**config.mk**
```make
export PLATFORM = sky130hd
export DESIGN_NAME = id_ex_stage
export DESIGN_NICKNAME = d
export VERILOG_FILES = /design/src/rtl/id_ex_stage.sv
export SDC_FILE = /design/constraint.sdc
export NUM_CORES = 1
export LEC_CHECK = 0
export ABC_CLOCK_PERIOD_IN_PS = 2480
export BUFFER_PORTS_ARGS = -buffer_cell sky130_fd_sc_hd__buf_2
export CORE_AREA = 2 2 129 131
export DETAILED_ROUTE_END_ITERATION = 8
export DIE_AREA = 0 0 131 133
export PLACE_DENSITY = 0.73
export SKIP_LAST_GASP = 1
export SLEW_MARGIN = 30
export SYNTH_ARGS = -nofsm -noshare
export SYNTH_HDL_FRONTEND = slang
export SYNTH_SLANG_ARGS = --single-unit
```
**constraint.sdc**
```tcl
create_clock -name clk -period 2.48 [get_ports clk]
set_clock_uncertainty 0.1 [all_clocks]
set_input_delay 0.496 -clock clk [delete_from_list [all_inputs] [get_ports clk]]
set_output_delay 0.496 -clock clk [all_outputs]
set_load 0.05 [all_outputs]
```
**src/rtl/id_ex_stage.sv**
```systemverilog
// ID/EX pipeline register for a 5-stage RV32I core.
// Captures the decoder's control bundle and operands for EX, detects load-use
// hazards (stalling PC and IF/ID for one bubble), kills the ID instruction on a
// taken branch, and keeps a saturating count of inserted bubbles.
module id_ex_stage #(
  parameter int XLEN  = 32,
  parameter int RA_W  = 5,
  parameter int CNT_W = 16
) (
  input  logic             clk,
  input  logic             rst,
  input  logic             id_valid,
  input  logic             id_branch,
  input  logic             id_mem_read,
  input  logic             id_mem_to_reg,
  input  logic             id_mem_write,
  input  logic             id_alu_src,
  input  logic             id_reg_write,
  input  logic [1:0]       id_alu_op,
  input  logic [XLEN-1:0]  id_pc,
  input  logic [XLEN-1:0]  id_rs1_data,
  input  logic [XLEN-1:0]  id_rs2_data,
  input  logic [XLEN-1:0]  id_imm,
  input  logic [RA_W-1:0]  id_rs1,
  input  logic [RA_W-1:0]  id_rs2,
  input  logic [RA_W-1:0]  id_rd,
  input  logic [3:0]       id_funct,
  input  logic             ex_flush,
  output logic             ex_valid,
  output logic             ex_branch,
  output logic             ex_mem_read,
  output logic             ex_mem_to_reg,
  output logic             ex_mem_write,
  output logic             ex_alu_src,
  output logic             ex_reg_write,
  output logic [1:0]       ex_alu_op,
  output logic [XLEN-1:0]  ex_pc,
  output logic [XLEN-1:0]  ex_rs1_data,
  output logic [XLEN-1:0]  ex_rs2_data,
  output logic [XLEN-1:0]  ex_imm,
  output logic [RA_W-1:0]  ex_rs1,
  output logic [RA_W-1:0]  ex_rs2,
  output logic [RA_W-1:0]  ex_rd,
  output logic [3:0]       ex_funct,
  output logic             pc_write_en,
  output logic             if_id_write_en,
  output logic [CNT_W-1:0] bubble_count
);

  localparam logic [CNT_W-1:0] CNT_MAX = {CNT_W{1'b1}};
  localparam logic [CNT_W-1:0] CNT_ONE = {{(CNT_W-1){1'b0}}, 1'b1};
  localparam logic [RA_W-1:0]  REG_X0  = {RA_W{1'b0}};

  // Pipeline state
  logic             valid_r;
  logic             branch_r;
  logic             mem_read_r;
  logic             mem_to_reg_r;
  logic             mem_write_r;
  logic             alu_src_r;
  logic             reg_write_r;
  logic [1:0]       alu_op_r;
  logic [XLEN-1:0]  pc_r;
  logic [XLEN-1:0]  rs1_data_r;
  logic [XLEN-1:0]  rs2_data_r;
  logic [XLEN-1:0]  imm_r;
  logic [RA_W-1:0]  rs1_r;
  logic [RA_W-1:0]  rs2_r;
  logic [RA_W-1:0]  rd_r;
  logic [3:0]       funct_r;
  logic [CNT_W-1:0] count_r;

  // Hazard / bubble decode
  logic uses_rs2_s;
  logic rd_match_s;
  logic hazard_s;
  logic bubble_s;
  logic count_inc_s;

  // Load-use detection against the instruction currently in EX; a flush masks it
  // because the dependent ID instruction is being discarded anyway.
  always_comb begin
    uses_rs2_s  = ~id_alu_src | id_mem_write;
    rd_match_s  = (rd_r == id_rs1) | (uses_rs2_s & (rd_r == id_rs2));
    hazard_s    = ~ex_flush & id_valid & valid_r & mem_read_r
                  & (rd_r != REG_X0) & rd_match_s;
    bubble_s    = ex_flush | hazard_s | ~id_valid;
    count_inc_s = (ex_flush | hazard_s) & id_valid;
  end

  assign pc_write_en    = ~hazard_s;
  assign if_id_write_en = ~hazard_s;

  // Data fields follow ID every cycle; only the control bundle is squashed by bubbles.
  always_ff @(posedge clk) begin
    if (rst) begin
      pc_r       <= {XLEN{1'b0}};
      rs1_data_r <= {XLEN{1'b0}};
      rs2_data_r <= {XLEN{1'b0}};
      imm_r      <= {XLEN{1'b0}};
      rs1_r      <= {RA_W{1'b0}};
      rs2_r      <= {RA_W{1'b0}};
      rd_r       <= {RA_W{1'b0}};
      funct_r    <= 4'b0000;
    end else begin
      pc_r       <= id_pc;
      rs1_data_r <= id_rs1_data;
      rs2_data_r <= id_rs2_data;
      imm_r      <= id_imm;
      rs1_r      <= id_rs1;
      rs2_r      <= id_rs2;
      rd_r       <= id_rd;
      funct_r    <= id_funct;
    end
  end

  // Control bundle and valid: zeroed on a bubble so EX performs no side effects.
  always_ff @(posedge clk) begin
    if (rst) begin
      valid_r      <= 1'b0;
      branch_r     <= 1'b0;
      mem_read_r   <= 1'b0;
      mem_to_reg_r <= 1'b0;
      mem_write_r  <= 1'b0;
      alu_src_r    <= 1'b0;
      reg_write_r  <= 1'b0;
      alu_op_r     <= 2'b00;
    end else if (bubble_s) begin
      valid_r      <= 1'b0;
      branch_r     <= 1'b0;
      mem_read_r   <= 1'b0;
      mem_to_reg_r <= 1'b0;
      mem_write_r  <= 1'b0;
      alu_src_r    <= 1'b0;
      reg_write_r  <= 1'b0;
      alu_op_r     <= 2'b00;
    end else begin
      valid_r      <= 1'b1;
      branch_r     <= id_branch;
      mem_read_r   <= id_mem_read;
      mem_to_reg_r <= id_mem_to_reg;
      mem_write_r  <= id_mem_write;
      alu_src_r    <= id_alu_src;
      reg_write_r  <= id_reg_write;
      alu_op_r     <= id_alu_op;
    end
  end

  // Saturating count of bubbles that displaced a real instruction.
  always_ff @(posedge clk) begin
    if (rst) begin
      count_r <= {CNT_W{1'b0}};
    end else if (count_inc_s && (count_r != CNT_MAX)) begin
      count_r <= count_r + CNT_ONE;
    end else begin
      count_r <= count_r;
    end
  end

  assign ex_valid      = valid_r;
  assign ex_branch     = branch_r;
  assign ex_mem_read   = mem_read_r;
  assign ex_mem_to_reg = mem_to_reg_r;
  assign ex_mem_write  = mem_write_r;
  assign ex_alu_src    = alu_src_r;
  assign ex_reg_write  = reg_write_r;
  assign ex_alu_op     = alu_op_r;
  assign ex_pc         = pc_r;
  assign ex_rs1_data   = rs1_data_r;
  assign ex_rs2_data   = rs2_data_r;
  assign ex_imm        = imm_r;
  assign ex_rs1        = rs1_r;
  assign ex_rs2        = rs2_r;
  assign ex_rd         = rd_r;
  assign ex_funct      = funct_r;
  assign bubble_count  = count_r;

endmodule

```
==> results of run 1 <==
kinds of logic (layout without fill, tap and decap cells):
family,count (synthesis),count (layout),share of synthesized area [%]
other,0,2,0
xor gates and xnor gates,10,10,1.69
adders and majority gates,1,1,0.241
and+or+nand+nor,208,208,24.5
AOI/OAI and AO/OA,30,30,4.07
DFF,172,172,66.3
buffers and inverters,28,379,2.34
muxes,4,4,0.844
cell usage in the layout, fill, tap and decap left out, drive strengths merged:
| cell type | n |
|---|---|
| nand2b | 3 |
| nand2 | 6 |
| and2 | 8 |
| o31ai | 3 |
| nor3 | 2 |
| o41ai | 2 |
| a22oi | 1 |
| a2bb2oi | 1 |
| nor2 | 10 |
| nand4 | 4 |
| inv | 11 |
| mux2 | 3 |
| nor4b | 1 |
| or4 | 4 |
| dfxtp | 172 |
| bufinv | 5 |
| buf | 341 |
| a21oi | 11 |
| o2111ai | 1 |
| ha | 1 |
| nor2b | 152 |
| o21ai | 7 |
| nand3 | 7 |
| and3 | 1 |
| clkinv | 3 |
| clkinvlp | 1 |
| nor4 | 1 |
| xor2 | 10 |
| o311ai | 2 |
| mux2i | 1 |
| a21boi | 2 |
| clkbuf | 18 |
| or3 | 7 |
| diode | 2 |
| or2 | 2 |
worst max-delay path, delay by kind of cell (launching register included):
| kind | cells | cell delay, ns |
|---|---|---|
| buf+inv | 1 | 0.16 |
| flops | 1 | 0.36 |
| simple gates | 2 | 0.57 |
| xor+xnor | 1 | 0.19 |
| compound gates | 1 | 0.16 |
routing by layer:
layer  track usage, %  share of wire [%]
met3             6.96                 10
met1             16.5                 39
met5                0                  0
met4             6.32                1.6
met2             25.4                 49
what timing repair did:
| action | CTS | global route |
|---|---|---|
| resized for setup | 9 | 4 |
| setup buffers | 2 | 2 |
| pin swaps | 3 | 5 |
| endpoints found under the setup margin | 2 | 2 |
| hold endpoints to repair | 0 | 0 |
| gates cloned | 0 | 0 |
| hold buffers | 0 | 0 |
through the flow:
| stage | utilization (%) | area [sq um] | cells |
|---|---|---|---|
| 3_5_place_dp | 43.9 | 7100 | 988 |
| 2_1_floorplan | - | 5190 | 453 |
| 4_1_cts | 48.2 | 7800 | 1022 |
| 5_1_grt | 48.4 | 7830 | 1024 |
| 6_report | 48.5 | 7840 | 1026 |
| 3_3_place_gp | 43.9 | 7100 | 988 |
final timing paths:
| check | from | end | cells past startpoint |
|---|---|---|---|
| worst max-delay path | ex_rd[4] | pc_write_en | 5 |
| worst min-delay path | id_alu_op[1] | ex_alu_op[1] | 2 |
| worst max register to register | ex_rd[4] | bubble_count[14] | 9 |
| worst min register to register | bubble_count[8] | bubble_count[8] | 2 |
report_power, final:
part / internal, mW / total [mW] / switching, mW
Combinational: 0.267 / 0.921 / 0.654
Sequential: 2.89 / 2.93 / 0.0367
Clock: 1.81 / 2.95 / 1.14
area by class of cell:
type                       instances  share of cell area, %
clock buffer                      18                   5.47
inverter                           6                  0.287
sequential                       172                   44.1
multi-input combinational        253                   21.0
antenna                            2                 0.0638
tap                              220                   3.51
clock inverter                    14                   2.92
timing repair buffer             341                   22.7
==> metrics.md, run 1 <==
| Metric | Value |
|---|---|
| Status | complete, no violations |
| Row cnt | 47 |
| Critical-path top delay cell | dfxtp_1 |
| CP Max Fanout | 4 |
| Worst Hold Class | in -> reg |
| Routed Antenna Nets | 0 |
| CP peak stage delay | 0.36 ns |
| Core ar. | 0.0162 sq mm |
| Final period util | 99.0% |
| Slew Viols, Final | 0 |
| Gpl congestion | 0.815 |
| Die Ht | 133 um |
| Port Buf Inserts | 332 |
| Clock sinks | 172 |
| FF/Latch Area | 0.00345 sq mm |
| Final global-route overflow total | 0 |
| Setup CP Type | reg -> out |
| Max frequency | 407 MHz |
| Clk_lat worst skew | 0.42 ns |
| Yosys reg bits | 172 |
| Final min period | 2.45 ns |
| Normalized max-slew margin | 67.8% |
| Drt wl/cell | 13.3 um |
| Post-route setup slack | 0.0256 ns |
| Root buffer cell | clkbuf_16 |
| Leakage power total | 3.80 nW |
| Top-count cell post-synth | dfxtp_1 |
| Filler cells | 1482 |
| Max-cap violations | 0 |
| Post-DP HPWL | 10300 um |
| H-tree depth | 4 |
| Ys flop type | dfxtp_1 |
| Drt first pass iters | 4 |
| R2r setup slk | 0.12 ns |
| RSZ-0062 raised after global routing | true |
| Drt initial violations | 158 |
| Largest net degree at the start of global routing | 56 |
| Clk buf depth | 2 |
| # IOs | 333 |
| Wirelength, routed | 13600 um |
| Worst setup EP type | primary output |
| Final setup viols | 0 |
| Pre-CTS WS | 0.0342 ns |
| Startpoint Class | register |
| Gate Count Post-Synth | 453 |
| Sequential element share of the synthesized area | 66.3% |
| CTS buffer count | 17 |
| CP arrival | 1.86 ns |
| Die W | 131 um |
| Top cell type's share of synthesized area | 66.3% |
| Final Net Count | 951 |
| Vias | 4295 |
| Sum of negative setup slack | 0 ns |
| Max VDD drop | 0.431 mV |
| Die area | 0.0174 sq mm |
| Pwr Density | 868 mW/mm^2 |
| Syn avg cell area | 11.5 sq um |
| Global-route wire length before repair | 20100 um |
| DRC Markers | 0 |
| CTS tree | built |
| Distinct cells, synth | 34 |
| Synth async-reset ratio | 0% |
| Post-synth top cells | dfxtp_1 (172), nor2b_1 (152), clkbuf_1 (18) |
| Post-synth EDFFs | 0 |
| Share of cells above drive strength 1 | 48.0% |
| Initial antenna violation count | 2 |
| Multi-input gate area | 0.00165 sq mm |
| Min Hold Slack | 0.175 ns |
| Area Growth Syn to Fin | 51.0% |
| Starting Density | 32.1% |
| Number of global-route vias before repair | 4094 |
| Slew @ Worst Pin | 0.479 ns |
| Worst path required time | 1.88 ns |
| Mapped Area | 0.00519 sq mm |
| Yosys warnings | 0 |
| DR vias/cell | 4.19 |
| Critical-path cell list | xor2_1 > nor4_2 > a22oi_2 > or2_4 > buf_8 |
| Ranking of synthesized cells by area | dfxtp_1 (66%), nor2b_1 (18%), xor2_1 (1.7%) |
| Mapped Nets | 613 |
| Total power | 6.80 mW |
| Area leader, netlist | dfxtp_1 |
| Final Hold Fails | 0 |
| Overall global routing resource usage | 15.2% |
| CTS clock-pin slew for the worst setup and hold paths | 0.06 ns |
Power figures use the tool's default switching activity.
==> inputs of run 2 (changes only) <==
ABC_CLOCK_PERIOD_IN_PS = 2620   (was 2480)
CTS_CLUSTER_SIZE = 40   (was default)
clock period = 2.62 ns   (was 2.48 ns; I/O delays follow)
==> metrics.md, run 2 (synthesized netlist as in run 1, its figures left out) <==
| Metric | Value |
|---|---|
| Status | complete, no violations |
| Placed cell area | 0.00708 sq mm (-0.28%) |
| Leakage power total | 3.74 nW (-1.6%) |
| # IOs | 333 (unchanged) |
| Combinational power share | 14.2% (+0.7 points) |
| Row cnt | 47 (unchanged) |
| Clk buf depth | 2 (unchanged) |
| Setup CP Type | reg -> out |
| CTS buffer count | 17 (unchanged) |
| Max frequency | 398 MHz |
| Cell Count, Final, Fillers Out | 1020 (-0.58%) |
| Pwr Density | 789 mW/mm^2 (-9.1%) |
| CTS clock-pin slew for the worst setup and hold paths | 0.07 ns (about the same) |
| Most frequent cells in the layout | buf_2 (329), dfxtp_1 (170), nor2b_1 (152) |
| Core ar. | 0.0162 sq mm (unchanged) |
| Normalized max-slew margin | 69.3% (+1.5 points) |
| DP Cell Count | 986 (-0.20%) |
| Vias | 4202 (-2.2%) |
| Final Core Density | 47.6% (-0.84 points) |
| Final Cell Area | 0.00770 sq mm (-1.7%) |
| Largest net degree at the start of global routing | 84 (+50%) |
| RSZ-0062 raised after global routing | false |
| Clk_lat worst skew | 0.42 ns (about the same) |
| Final period util | 95.8% |
| Slew @ Worst Pin | 0.458 ns (-0.0205 ns) |
| Commonest non-fill, non-tap cell in the layout | buf_2 |
| Max VDD drop | 0.455 mV (+5.6%) |
| Initial antenna violation count | 0 (-2) |
| Global-route wire length before repair | 19400 um (-3.6%) |
| CTS Hold Bufs | 0 (unchanged) |
| Die W | 131 um (unchanged) |
| Worst path required time | 2.00 ns (+0.12 ns) |
| Die Ht | 133 um (unchanged) |
| Number of global-route vias before repair | 3983 (-2.7%) |
| CP arrival | 1.89 ns (+0.03 ns) |
| Share of cells above drive strength 1 | 47.6% (-0.38 points) |
| Switching Share | 29.5% (+2.6 points) |
| Post-DP HPWL | 10200 um (-1.6%) |
| DR vias/cell | 4.12 (-1.6%) |
| Clock sinks | 172 (unchanged) |
| Total power | 6.08 mW (-11%) |
| Max-cap violations | 0 (unchanged) |
| Drt wl/cell | 13.2 um (-1.1%) |
| Slew Viols, Final | 0 (unchanged) |
| Wirelength, routed | 13400 um (-1.7%) |
| Root buffer cell | clkbuf_16 |
| Final min period | 2.51 ns |
| Area Growth Syn to Fin | 48.4% |
| Min Hold Slack | 0.207 ns (+0.0317 ns) |
| Gpl congestion | 0.750 (-8.0%) |
| Overall global routing resource usage | 14.6% (-0.57 points) |
| DRC Markers | 0 (unchanged) |
| Clock power share | 40.1% (-3.3 points) |
| Worst setup EP type | primary output |
| Die area | 0.0174 sq mm (unchanged) |
| NetSw | 1.79 mW (-1.9%) |
| Port Buf Inserts | 332 (unchanged) |
| Startpoint Class | register |
| Post-route setup slack | 0.109 ns (+0.0834 ns) |
| Final Net Count | 947 (-0.42%) |
| CP Max Fanout | 4 (unchanged) |
| Starting Density | 32.1% (unchanged) |
| H-tree depth | 4 (unchanged) |
| CTS tree | built |
| Routed Antenna Nets | 0 (unchanged) |
| Final setup viols | 0 (unchanged) |
| Drt first pass iters | 4 (unchanged) |
| Pre-CTS WS | 0.151 ns (+0.117 ns) |
| Final global-route overflow total | 0 (unchanged) |
| Drt initial violations | 138 (-13%) |
| Sum of negative setup slack | 0 ns (unchanged) |
| Antenna diode count | 0 (-2) |
| Register share of total power | 45.7% (+2.6 points) |
| Worst Hold Class | in -> reg |
| Final Hold Fails | 0 (unchanged) |
| P_int | 4.29 mW (-14%) |
[run 2: what timing repair did]
item                                    CTS  global route
endpoints found under the setup margin    2             2
setup buffers                             2             0
pin swaps                                 2             2
gates resized for setup                   4             5
[run 2: layout make-up]
type / instances / area [sq um]
Clock buffer: 18 / 439
Inverter: 6 / 22.5
Fill cell: 1524 / 8470
Sequential cell: 172 / 3450
Timing Repair Buffer: 337 / 1740
Multi-Input combinational cell: 253 / 1640
Tap cell: 220 / 275
Clock inverter: 14 / 145
[run 2: power groups by stage]
stage / logic, mW / clock network (mW) / registers, mW
final: 0.861 / 2.44 / 2.78
after global routing: 0.909 / 2.63 / 2.79
after CTS: 0.870 / 2.53 / 2.78
after detailed placement: 0.866 / 0 / 2.84
after global placement: 0.859 / 0 / 2.83
after floorplan: 0.140 / 0 / 3.28
[run 2: routing by layer]
layer | vias up | global-route usage (%) | routed length (um)
li1 | 2107 | - | -
met1 | 1864 | 15.1 | 5120
met2 | 215 | 25.1 | 6610
met3 | 16 | 7.16 | 1440
met4 | 0 | 5.97 | 244
met5 | - | 0 | 0
[run 2: worst paths after layout]
kind	startpoint	end	slack, ns	depth (start not counted)
worst max-delay path	ex_rd[3]	if_id_write_en	0.11	4
worst min-delay path	id_alu_op[1]	ex_alu_op[1]	0.21	2
worst max register to register	ex_rd[3]	bubble_count[0]	0.24	6
worst min register to register	bubble_count[8]	bubble_count[8]	0.41	2
[run 2: worst max-delay path: stages (launching register included)]
cell       delay, ns
dfxtp_1         0.37
or4_4           0.54
o2111ai_2       0.23
or2_4           0.17
buf_6           0.15
